==> config.mk <==
export PLATFORM = sky130hd
export DESIGN_NAME = score_tracker
export DESIGN_NICKNAME = d
export VERILOG_FILES = /design/src/rtl/score_tracker.sv
export SDC_FILE = /design/constraint.sdc
export NUM_CORES = 1
export LEC_CHECK = 0
export ABC_AREA = 1
export CAP_MARGIN = 20
export CORE_UTILIZATION = 50
export DETAILED_ROUTE_END_ITERATION = 8
export GPL_ROUTABILITY_DRIVEN = 0
export PLACE_DENSITY = 0.8
export SYNTH_ARGS = -nofsm -noshare
export SYNTH_HDL_FRONTEND = slang
export SYNTH_SLANG_ARGS = --single-unit
==> constraint.sdc <==
create_clock -name Clk -period 7.3 [get_ports Clk]
set_input_delay 1.46 -clock Clk [delete_from_list [all_inputs] [get_ports Clk]]
set_output_delay 1.46 -clock Clk [all_outputs]
set_load 0.05 [all_outputs]
==> src/rtl/score_tracker.sv <==
// score_tracker: BCD score and session high-score keeper for multi-channel pipe passing.
module score_tracker #(
    parameter int DIGITS = 3,
    parameter int PIPE_CNT = 2,
    parameter int X_W = 10,
    parameter logic [X_W-1:0] BIRD_X = 10'd160
) (
    input  logic                      Clk,
    input  logic                      Reset_n,
    input  logic                      frame_tick,
    input  logic                      game_start,
    input  logic                      bird_killed,
    input  logic [PIPE_CNT*X_W-1:0]   pipe_x,
    output logic [4*DIGITS-1:0]       score_bcd,
    output logic [4*DIGITS-1:0]       high_bcd,
    output logic                      new_high,
    output logic                      score_inc,
    output logic [1:0]                state
);
    localparam int KW = $clog2(PIPE_CNT + 1);
    localparam int SW = $clog2(PIPE_CNT + 10);
    localparam logic [4*DIGITS-1:0] ALL9 = {DIGITS{4'd9}};

    typedef enum logic [1:0] {IDLE = 2'b00, PLAYING = 2'b01, DEAD = 2'b10} state_t;

    state_t                  state_q, state_d;
    logic [4*DIGITS-1:0]     score_q, score_d, high_q, high_d, sum_bcd;
    logic                    new_high_q, new_high_d, inc_q, inc_d;
    logic [PIPE_CNT*X_W-1:0] prev_q, prev_d;
    logic [KW-1:0]           k, carry;
    logic [SW-1:0]           sum;

    always_comb begin
        state_d    = state_q;
        score_d    = score_q;
        high_d     = high_q;
        new_high_d = new_high_q;
        inc_d      = 1'b0;
        prev_d     = prev_q;
        sum        = '0;
        sum_bcd    = '0;
        k          = '0;
        for (int i = 0; i < PIPE_CNT; i++)
            k = k + KW'((pipe_x[i*X_W +: X_W] < BIRD_X) && (prev_q[i*X_W +: X_W] >= BIRD_X));
        // ripple the pass count through the digits as a decimal carry
        carry = k;
        for (int d = 0; d < DIGITS; d++) begin
            sum = SW'(score_q[d*4 +: 4]) + SW'(carry);
            sum_bcd[d*4 +: 4] = 4'(sum % SW'(10));
            carry = KW'(sum / SW'(10));
        end
        case (state_q)
            IDLE, DEAD: begin
                if (game_start) begin
                    state_d    = PLAYING;
                    score_d    = '0;
                    new_high_d = 1'b0;
                    prev_d     = pipe_x;
                end
            end
            PLAYING: begin
                if (bird_killed) begin
                    state_d = DEAD;
                    if (score_q > high_q) begin
                        high_d     = score_q;
                        new_high_d = 1'b1;
                    end
                end else if (frame_tick) begin
                    prev_d  = pipe_x;
                    score_d = (carry != '0) ? ALL9 : sum_bcd;
                    inc_d   = (k != '0);
                end
            end
            default: state_d = IDLE;
        endcase
    end

    always_ff @(posedge Clk or negedge Reset_n) begin
        if (!Reset_n) begin
            state_q    <= IDLE;
            score_q    <= '0;
            high_q     <= '0;
            new_high_q <= 1'b0;
            inc_q      <= 1'b0;
            prev_q     <= '0;
        end else begin
            state_q    <= state_d;
            score_q    <= score_d;
            high_q     <= high_d;
            new_high_q <= new_high_d;
            inc_q      <= inc_d;
            prev_q     <= prev_d;
        end
    end

    assign score_bcd = score_q;
    assign high_bcd  = high_q;
    assign new_high  = new_high_q;
    assign score_inc = inc_q;
    assign state     = state_q;
endmodule
# == Word-level counts from Yosys, hierarchy flattened ==
# Index checks and enable logic that the tools add are counted.
# word_totals
latch_bits,0
ram_bits,0
input_bits,25
rom_bits,0
out_inout_bits,28
regBits,48
elab_cells,58
mem_count,0
# classes
reduce_logical,11
n_shift,0
n_mul,0
n_eq_ne,7
div,6
order_cmp,5
add_sub_neg,4
n_bitwise,0
mux,19
# op_table
cell,n
2-to-1 mux 20 bit,3
2-to-1 mux 12 bit,4
case mux 20 bit (2 select lines),1
case mux 12 bit (2 select lines),1
">= comparator 10 x 8 -> 1 bit, second input constant",2
"< comparator 10 x 8 -> 1 bit, second input constant",2
adder 4 x 2 -> 4 bit,3
"divider 4 x 4 -> 4 bit, second input constant",3
greater-than comparator 12 bit,1
"remainder unit 4 x 4 -> 4 bit, second input constant",3
"inequality test 2 bit, second input constant",5
AND reduction 4 bit,2
2-to-1 mux 1 bit,6
nonzero test 2 bit,3
2-to-1 mux 2 bit,2
case mux 2 bit (2 select lines),1
AND reduction 3 bit,1
adder 1 x 1 -> 2 bit,1
"== test 2 x 1 -> 1 bit, second input constant",1
"== test 2 bit, second input constant",1
logical AND 1 bit,2
logical NOT 2 bit,1
case mux 1 bit (2 select lines),1
AND reduction 2 bit,1
OR reduction 2 bit,1

# == Logic depth before layout (Yosys ltp) ==
# Gate-level depths: netlist of run 1.
# depth
depth_word,14
depth_mapped,25
ltp_nobuf,25

# == Worst setup path after synthesis of run 1 ==
# Ideal clock, no wire load.
# synth_path
path_type,in2reg
start,input pipe_x[9]
end,"register score_q[0], in the netlist score_bcd[0]"
n_path_buf,0
t_arrival_ns,4.694
required_ns,7.171
setup_ns,0.129
setup_slack_ns,2.477
path_stages,23
cell_sequence,nor2_1 -> inv_1 -> a211oi_1 -> ha_1 -> ha_1 -> inv_1 -> fa_1 -> xor2_1 -> nand2_1 -> nand2_1 -> inv_1 -> ha_1 -> ha_1 -> xnor2_1 -> a21oi_1 -> ha_1 -> ha_1 -> xnor2_1 -> nand2_1 -> nand2_1 -> inv_1 -> o21ai_0 -> o21ai_0
# synth_between
elab_chain_cells,14
word_cells_on_any_way,15
classes_between,4 x add/sub; 4 x div; 1 x order compare; 4 x mux; 2 x reduce/logical
# synth_lines
element,line_no,source
from (decl),13,"input logic [PIPE_CNT*X_W-1:0] pipe_x,"
< comparator 10 x 8 -> 1 bit (*),44,k = k + KW'((pipe_x[i*X_W +: X_W] < BIRD_X) && (prev_q[i*X_W +: X_W] >= BIRD_X));
logical AND 1 bit (*),44,
adder 1 x 1 -> 2 bit (*),44,
adder 4 x 2 -> 4 bit (*),48,sum = SW'(score_q[d*4 +: 4]) + SW'(carry);
divider 4 x 4 -> 4 bit,50,carry = KW'(sum / SW'(10));
adder 4 x 2 -> 4 bit,48,
divider 4 x 4 -> 4 bit,50,
adder 4 x 2 -> 4 bit,48,
divider 4 x 4 -> 4 bit,50,
nonzero test 2 bit,70,score_d = (carry != '0) ? ALL9 : sum_bcd;
2-to-1 mux 12 bit (*),70,
2-to-1 mux 12 bit (*),68,end else if (frame_tick) begin
2-to-1 mux 12 bit (*),62,if (bird_killed) begin
case mux 12 bit (2 select lines) (*),52,case (state_q)
to (signal assigned),88,score_q <= score_d;
to (decl),27,"logic [4*DIGITS-1:0] score_q, score_d, high_q, high_d, sum_bcd;"
# Mark *: on every way between the ends. The rest lies on a longest branch, timed or not. The select of a mux whose other input is x is not followed.
# A chain may end at the register's enable or synchronous reset.

# == Worst setup path in the final report of run 1 ==
# layout_path
start,input pipe_x[9]
end,"register score_q[8], in the netlist score_bcd[8]"
# layout_between
elab_chain_cells,14
word_cells_on_any_way,15
classes_between,4 x add/sub; 4 x div; 1 x order compare; 4 x mux; 2 x reduce/logical
# layout_lines
element,line_no
< comparator 10 x 8 -> 1 bit (*),44
logical AND 1 bit (*),44
adder 1 x 1 -> 2 bit (*),44
adder 4 x 2 -> 4 bit (*),48
divider 4 x 4 -> 4 bit (*),50
adder 4 x 2 -> 4 bit (*),48
divider 4 x 4 -> 4 bit (*),50
adder 4 x 2 -> 4 bit (*),48
divider 4 x 4 -> 4 bit,50
nonzero test 2 bit,70
2-to-1 mux 12 bit (*),70
2-to-1 mux 12 bit (*),68
2-to-1 mux 12 bit (*),62
case mux 12 bit (2 select lines) (*),52
# Marks and branches as above.

==> impl_metrics.json, run 1 <==
{
  "worst_r2r_endpoint": "score_bcd[8]",
  "ys_warn_count": 0,
  "grt_max_degree": 39,
  "p_clk_share_pct": 20.8,
  "grt_pass1_vias": 1894,
  "fp.dieArea_sq_um": 4920,
  "max_cap_viol_count": 0,
  "cp_top_family": "adder cells",
  "initial_core_util_pct": 52.6,
  "drcViolationCount": 0,
  "synthArstFlopShare_pct": 100,
  "insertedDiodeCount": 0,
  "crit_end": "score_bcd[8]",
  "worstSetupEndpointType": "flop",
  "via_per_inst": 5.19,
  "postLayoutCellArea_sq_um": 2810,
  "cts_hold_buf": 0,
  "synth_area_per_cell_sq_um": 7.94,
  "ys_seq_elements": 38,
  "cts_resized": 0,
  "ff2ff_setup_slack_ps": 3110,
  "required_ps": 7470,
  "path_clk_slew_ps": 70,
  "grt_pass1_wl_microns": 8290,
  "synthTopCellsByCount": "nand2_1, inv_1, dfrtp_1",
  "cp.depth": 24,
  "cts_tree": "yes",
  "numCtsBuffers": 5,
  "clock_latency_ps": 290,
  "crit_buf_inv": 5,
  "num_io_pins": 53,
  "wl_per_cell_microns": 12.1,
  "post_cts_buffers": 0,
  "cp_slowest_stage_delay_ps": 420,
  "skew_ps": 4.09,
  "hold_viol_final": 0,
  "vias": 1998,
  "slew_headroom_pct": 44.6,
  "period_needed_ps": 5400,
  "finalCritPeriodShare_pct": 74.0,
  "hold_class": "flop to flop",
  "cp_max_fo": 3,
  "detail-route-antenna-nets": 0,
  "p_total_uw": 648,
  "die_x_microns": 70.1,
  "finalSetupViolCount": 0,
  "cp_cell_sequence": "clkdlybuf4s50_1, nor2_1, inv_1, a211oi_1, ha_1, ha_1, inv_1, fa_1, xor2_1, nand2_1, nand2_1, inv_1, ha_1, ha_1, xnor2_1, a21oi_1, ha_1, ha_1, xnor2_1, nand2_1, nand2_1, inv_1, o21ai_0, nand2_1",
  "syn2layout_area_growth_pct": 21.3,
  "fin_nets": 380,
  "fin_hold_ws_ps": 483,
  "intPower_uw": 386,
  "htree_num_levels": 2,
  "grt_usage_pct": 21.1,
  "yosysMostFrequentCell": "nand2_1",
  "synthTopCellsByArea": "dfrtp_1, nand2_1, ha_1",
  "syn-num-nets": 339,
  "combPwrFrac_pct": 37.1,
  "antenna_found_initial": 0,
  "rr_worst_depth": 22,
  "firstDrtPassIters": 4,
  "fillCellCount": 405,
  "tns_ps": 0,
  "status": "complete, no violations",
  "grt_overflow": 0,
  "yosysUniqueCellTypes": 30,
  "yosys_most_used_dff": "dfrtp_1",
  "start_kind": "input pin",
  "slew_violations": 0,
  "coreArea_sq_um": 4410,
  "ys_seq_area_share_pct": 41.0,
  "port_buffers": 42,
  "powerDensity_nw_per_um2": 230,
  "rsz0062_at_grt": "no",
  "clockBufferDepth": 2,
  "startpoint": "pipe_x[9]",
  "p_seq_share_pct": 42.1,
  "worst_slew_pin_slew_ps": 831,
  "synth_edf_count": 0,
  "synth_top_area_share_pct": 41.0,
  "timing.fmax_mhz": 185,
  "netlist_instances": 292,
  "synth_top_area_cell": "dfrtp_1",
  "layout-drive-gt1-share_pct": 5.11,
  "cp.arrival_ps": 5580,
  "p_switching_uw": 262,
  "p_leak_nw": 1.46,
  "detailedRoute.firstIterationViolations": 139,
  "crit_type": "input pin to flop",
  "place_area_sq_um": 2740,
  "cts_root_buf": "clkbuf_8",
  "ir_worst_vdd_mv": 0.144,
  "dieHeight_microns": 70.1,
  "cp_slowest_cell": "clkdlybuf4s50_1",
  "row_count": 24,
  "cts.sinks": 38,
  "wl_microns": 4670,
  "cp_common_cell": "ha_1",
  "syn_area_sq_um": 2320,
  "r2r-start": "prev_q[6]",
  "hpwl_microns": 3510,
  "p_sw_share_pct": 40.4
}
cell families (layout without fill, tap and decap cells):
family,Yosys count,in the layout,synth area share (%)
and+or+nand+nor,135,135,24.7
buffers and inverters,58,99,10.9
DFF,38,38,41.0
AOI/OAI and AO/OA,33,33,8.90
adders and majority gates,22,22,12.2
xor gates and xnor gates,6,6,2.27
layout by cell type (no fill, tap or decap):
| cell | netlist | routed |
|---|---|---|
| nor2_2 | 1 | 1 |
| o22ai_2 | 1 | 1 |
| nor2_1 | 10 | 10 |
| nand3_1 | 6 | 6 |
| clkbuf_8 | 0 | 5 |
| nand2_1 | 101 | 101 |
| inv_2 | 2 | 2 |
| inv_4 | 1 | 1 |
| o21ai_2 | 1 | 1 |
| nand4_1 | 13 | 13 |
| buf_2 | 3 | 1 |
| o21ai_4 | 1 | 1 |
| clkdlybuf4s50_1 | 0 | 41 |
| nor2_4 | 1 | 1 |
| nand3_2 | 2 | 2 |
| a21o_1 | 1 | 1 |
| a21boi_0 | 1 | 1 |
| xor2_1 | 3 | 3 |
| dfrtp_1 | 38 | 38 |
| clkbuf_1 | 1 | 2 |
| inv_1 | 47 | 47 |
| o211ai_1 | 1 | 1 |
| a211oi_1 | 2 | 2 |
| a21oi_1 | 6 | 6 |
| o21ai_0 | 17 | 17 |
| fa_1 | 1 | 1 |
| ha_1 | 21 | 21 |
| xnor2_1 | 3 | 3 |
| nand3b_1 | 1 | 1 |
| a21oi_2 | 1 | 1 |
| o31ai_1 | 1 | 1 |
worst min-delay path by stage:
stage / start / end / slack [ps] / cells after the start
2_1_floorplan: prev_q[17] / prev_q[17] / 450 / 2
3_3_place_gp: prev_q[18] / prev_q[18] / 460 / 2
3_5_place_dp: prev_q[8] / prev_q[8] / 470 / 2
4_1_cts: prev_q[8] / prev_q[8] / 490 / 2
5_1_grt: prev_q[7] / prev_q[7] / 510 / 2
6_report: prev_q[9] / prev_q[9] / 480 / 2
area by class of cell:
cell class / count / area [sq um] / share of cell area [%]
inverter: 50 / 190 / 6.76
sequential: 38 / 951 / 33.8
multi-input combinational: 196 / 1110 / 39.6
clock buffer: 7 / 76.3 / 2.71
tap: 52 / 65.1 / 2.31
timing repair buffer: 42 / 415 / 14.8
metrics by stage:
stage          setup slack, ps  instances  util, %
6_report                  1900        385     63.7
5_1_grt                   1430        385     63.7
4_1_cts                   1880        385     63.7
2_1_floorplan             2480        292        -
3_5_place_dp              1590        378     62.0
3_3_place_gp              1720        378     62.0
power groups by stage:
stage | clock, mW | sequential [mW] | combinational, mW
after floorplan | 0 | 0.314 | 0.151
after global placement | 0 | 0.277 | 0.237
after detailed placement | 0 | 0.277 | 0.244
after CTS | 0.138 | 0.273 | 0.244
after global routing | 0.146 | 0.277 | 0.270
final | 0.135 | 0.273 | 0.240
worst reg2reg max path, stage by stage (launching register included):
cell      delay [ps]
dfrtp_1          380
o21ai_0          220
a211oi_1         130
ha_1             300
ha_1             150
inv_1             50
fa_1             370
xor2_1           250
nand2_1          110
nand2_1          120
inv_1             70
ha_1             200
ha_1             190
xnor2_1          260
a21oi_1          120
ha_1             210
ha_1             190
xnor2_1          210
nand2_1          110
nand2_1          120
inv_1             80
o21ai_0          170
nand2_1           70
routing by layer:
metal	vias up	global-route usage [%]	share of wire (%)
met5	-	0	0
met1	947	26.9	44
li1	1003	-	-
met2	41	34.9	51
met4	0	9.11	1.5
met3	7	4.04	3.7
sequential cells by signal, summed over array words and instances, names as in the netlist:
register   flops
new_high       1
prev_q        10
score_bcd     12
score_inc      1
state          2
high_bcd      12
No activity file was read; power rests on OpenSTA's default activity.
==> inputs of run 2 (changes only) <==
Clock period 7.3 ns to 5 ns, I/O delays scaled along.
==> run 2 against run 1 <==
Worst setup slack worse by 1700 ps. Global-route usage up 0.57 points. Non-clock buffer count up 8. Sequential power up 47%. Largest power group unchanged. Highest routed layer unchanged.
==> impl_metrics.json, run 2 (same netlist as run 1, synthesis figures left out) <==
{
  "die_x_microns": 70.1,
  "hold_viol_final": 0,
  "worstSetupEndpointType": "flop",
  "timing.fmax_mhz": 210,
  "detail-route-antenna-nets": 0,
  "wl_microns": 5100,
  "max_cap_viol_count": 0,
  "start_kind": "input pin",
  "crit_type": "input pin to flop",
  "hpwl_microns": 3620,
  "dieHeight_microns": 70.1,
  "drcViolationCount": 0,
  "antenna_found_initial": 0,
  "grt_usage_pct": 21.7,
  "cts_hold_buf": 0,
  "cp_slowest_cell": "clkdlybuf4s50_1",
  "post_cts_buffers": 0,
  "clockBufferDepth": 2,
  "clock_latency_ps": 290,
  "cp_common_cell": "ha_1",
  "cp_top_family": "adder cells",
  "p_seq_share_pct": 40.8,
  "powerDensity_nw_per_um2": 335,
  "finalCritPeriodShare_pct": 95.1,
  "r2r-start": "prev_q[16]",
  "most-common-layout-cells": "nand2_1, inv_1, clkdlybuf4s50_1",
  "fin_ws_ps": 244,
  "fillCellCount": 377,
  "finalSetupViolCount": 0,
  "via_per_inst": 5.18,
  "dp_slack_ps": -90.4,
  "numCtsBuffers": 5,
  "num_io_pins": 53,
  "worstHoldStart": "prev_q[9]",
  "cp.arrival_ps": 4930,
  "cts_root_buf": "clkbuf_8",
  "period_needed_ps": 4760,
  "cts_tree": "yes",
  "firstDrtPassIters": 4,
  "required_ps": 5180,
  "fin_nets": 388,
  "p_sw_share_pct": 40.9,
  "grt_pass1_wl_microns": 8450,
  "hold_class": "flop to flop",
  "postLayoutCellArea_sq_um": 2940,
  "grt_max_degree": 39,
  "cts.sinks": 38,
  "final_common_cell": "nand2_1",
  "row_count": 24,
  "cp_max_fo": 3,
  "p_clk_share_pct": 22.7,
  "intPower_uw": 581,
  "startpoint": "pipe_x[15]",
  "fp.dieArea_sq_um": 4920,
  "cp_cell_sequence": "clkdlybuf4s50_1, inv_1, a21oi_1, a211oi_2, ha_1, ha_1, inv_1, fa_1, xor2_1, nand2_1, nand2_1, inv_1, ha_1, ha_1, inv_1, a21oi_2, ha_1, ha_1, xnor2_2, nand2_1, nand2_1, inv_1, o21ai_0, o21ai_0",
  "ir_worst_vdd_mv": 0.260,
  "p_switching_uw": 402,
  "p_leak_nw": 1.51,
  "vias": 2040,
  "syn2layout_area_growth_pct": 26.5,
  "detailedRoute.firstIterationViolations": 110,
  "insertedDiodeCount": 0,
  "crit_buf_inv": 6,
  "path_clk_slew_ps": 70,
  "grt_overflow": 0,
  "slew_headroom_pct": 43.3,
  "place_area_sq_um": 2800,
  "htree_num_levels": 2,
  "grt_pass1_vias": 1965,
  "initial_core_util_pct": 52.6,
  "layout-drive-gt1-share_pct": 9.94,
  "skew_ps": 3.43,
  "fin_hold_ws_ps": 484,
  "wl_per_cell_microns": 12.9,
  "status": "complete, no violations",
  "coreArea_sq_um": 4410,
  "combPwrFrac_pct": 36.5,
  "worst_slew_pin_slew_ps": 851,
  "port_buffers": 42,
  "cp_slowest_stage_delay_ps": 460,
  "slew_violations": 0
}
==> run 2: cell count changes in the layout (fill, tap and decap cells not counted), moves of 2 or more <==
cell      delta
a211oi_1     -2
a211oi_2     +2
a21oi_1      -2
buf_4        +8
xnor2_1      -2
xnor2_2      +2
==> run 2: path summary, 6_finish.rpt <==
kind	endpoint	slack, ps	cells after the start
setup / recovery	score_bcd[0]	240	24
hold / removal	prev_q[9]	480	2
setup reg to reg	score_bcd[0]	980	22
hold reg to reg	prev_q[9]	480	2
max in group asynchronous	score_bcd[7]	3660	1
min in group asynchronous	new_high	800	1
==> run 2: what timing repair did <==
item	4_1_cts	5_1_grt
endpoints found under the setup margin	0	10
endpoints found under the hold margin	0	0
gates resized for setup	0	9
==> run 2: cell type report <==
cell class / instances / area [sq um] / share of cell area (%)
multi-input combinational: 196 / 1160 / 39.6
sequential: 38 / 951 / 32.4
inverter: 50 / 190 / 6.48
tap: 52 / 65.1 / 2.22
clock inverter: 1 / 5.00 / 0.171
timing repair buffer: 50 / 475 / 16.2
clock buffer: 7 / 86.3 / 2.94
==> run 2: tightest hold or removal path, delay by kind of cell (launching register included) <==
kind	cells	cell delay (ps)
and+or+nand+nor	2	100
DFF	1	350
==> run 2: power groups by stage <==
stage | Combinational, mW | Clock (mW) | Sequential (mW)
after floorplan | 0.220 | 0 | 0.459
after global placement | 0.348 | 0 | 0.404
after detailed placement | 0.352 | 0 | 0.407
after CTS | 0.353 | 0.229 | 0.402
after global routing | 0.399 | 0.241 | 0.408
final | 0.359 | 0.224 | 0.401
==> run 2: per-layer routing <==
metal / routed length [microns] / GRT usage [%] / share of wire [%] / up-vias
met5: 0 / 0 / 0 / -
met4: 70 / 6.67 / 1.4 / 0
met3: 215 / 5.48 / 4.2 / 7
met2: 2670 / 38.1 / 52 / 47
met1: 2150 / 25.9 / 42 / 965
li1: - / - / - / 1021
==> run 2: through the flow <==
step	TNS (ps)	util [%]	std cells	power (mW)
6_report	0	66.5	394	0.983
5_1_grt	-89.5	66.5	394	1.05
4_1_cts	0	65.4	394	0.983
3_5_place_dp	-429	63.4	386	0.759
3_3_place_gp	0	63.4	386	0.752
2_1_floorplan	0	-	292	0.679
==> inputs of run 3 (changes only) <==
Settings changed: CAP_MARGIN 20 to 5.
==> results of run 3 <==
Same layout as run 2: the final DEF is identical, and so are final timing and power.
==> edit: new RTL, settings of run 3 <==
The parameter `DIGITS` goes from 3 to 2.
--- a/src/rtl/score_tracker.sv
+++ b/src/rtl/score_tracker.sv
@@ -1,6 +1,6 @@
 // score_tracker: BCD score and session high-score keeper for multi-channel pipe passing.
 module score_tracker #(
-    parameter int DIGITS = 3,
+    parameter int DIGITS = 2,
     parameter int PIPE_CNT = 2,
     parameter int X_W = 10,
     parameter logic [X_W-1:0] BIRD_X = 10'd160
Ports: changed (resized high_bcd and score_bcd); port bits go from 53 to 45. The function was not compared with the original's and may differ.
==> edit against run 3 <==
  * Final cell count shrank 22%
  * Hold slack improved by 0.0065 ns
  * Total power down 21%
  * Synthesized cell count fell by 24%
  * Setup slack better by 0.62 ns
  * Core utilization down 1.2 points
  * Wire length fell by 38%
  * Critical endpoint is now score_bcd[2]
  * Area after synthesis fell by 23%
  * Cell area down 25%
  * Sequential cell count shrank 8
  * Register-to-register slack better by 0.70 ns
==> edit: results (changes against run 3) <==
Worst path max stage delay 0.53 ns (+0.07 ns); synthesis warning total 0 (unchanged); nets 301 (-22%); Reg-to-Reg End score_bcd[2]; worst r2r path cells 18 (-18%); first-pass GRT wire length 5.45 mm (-36%); Netlist cell types 25 (-17%); met3 usage 4.35% (-1.1 points); worst flop-to-flop path startpoint prev_q[6]; Worst Tran Pin Value 0.607 ns (-0.244 ns); Post-Synth XOR/XNOR Area 0.978% (-1.3 points); All-Layer GR Usage 19.6% (-2.1 points); layout cells sized above 1 6.90% (-3.0 points); commonest cells in the netlist nand2_1 (73), inv_1 (34), dfrtp_1 (30); met3 routed WL 95 um (-56%); Worst IR Drop VDD 210 uV (-19%); top cells by area, synth dfrtp_1 (42%), nand2_1 (15%), ha_1 (10%); crit-path max FO 4 (+1); Clock Skews 0.00756 ns (+0.00413 ns); Leak 0.00114 uW (-25%); arrival time worst endpoint 4.40 ns (-0.53 ns); Post-Route M1 WL 1.51 mm (-30%); Crit. Startpoint pipe_x[8]; DR vias/cell 4.91 (-5.1%); Worst-Skew Late Latency 0.32 ns (+0.03 ns); final WL 3.16 mm (-38%); GR Util met1 23.3% (-2.6 points); CTS Root Cell clkbuf_4; fill count 288 (-24%); vias in the first global route 1339 (-32%); Compound-Gate Fraction of Synth Area 9.50% (+0.60 points); sequential area share after synthesis 41.9% (+0.91 points); DP HPWL 2.51 mm (-31%); largest net degree at the start of global routing 31 (-21%); crit path max-delay cell type fa_1; syn_nets 263 (-22%); status finished clean; number of buffers added on ports 34 (-19%); hold endpoint prev_q[16]; routed wl met2 1.51 mm (-43%); WHS 0.491 ns (+0.00650 ns); reg-to-reg slack, setup 1.68 ns (+0.70 ns)
## edit: cell type report
type	instances	area (um2)	area share, %
Multi-Input combinational cell	151	855	38.6
Sequential cell	30	751	33.9
Timing Repair Buffer	35	348	15.7
Inverter	37	141	6.39
Tap cell	46	57.6	2.60
Clock buffer	7	55.1	2.49
Clock inverter	1	5.00	0.226
## edit: power by group through the flow
stage	Clock, uW	Combinational [uW]	Sequential, uW
after floorplan	0	187	381
after global placement	0	292	334
after detailed placement	0	299	336
after CTS	151	299	332
after global routing	160	335	338
final	145	296	332
## edit: metrics by stage
| stage | total power [uW] | cells | cell area (um2) | setup WS [ns] |
|---|---|---|---|---|
| floorplan | 568 | 222 | 1790 | 1.38 |
| global route | 833 | 307 | 2210 | 0.527 |
| detailed placement | 635 | 299 | 2150 | 0.538 |
| global placement | 626 | 299 | 2150 | 0.571 |
| CTS | 782 | 307 | 2210 | 0.869 |
| finish | 772 | 307 | 2210 | 0.863 |
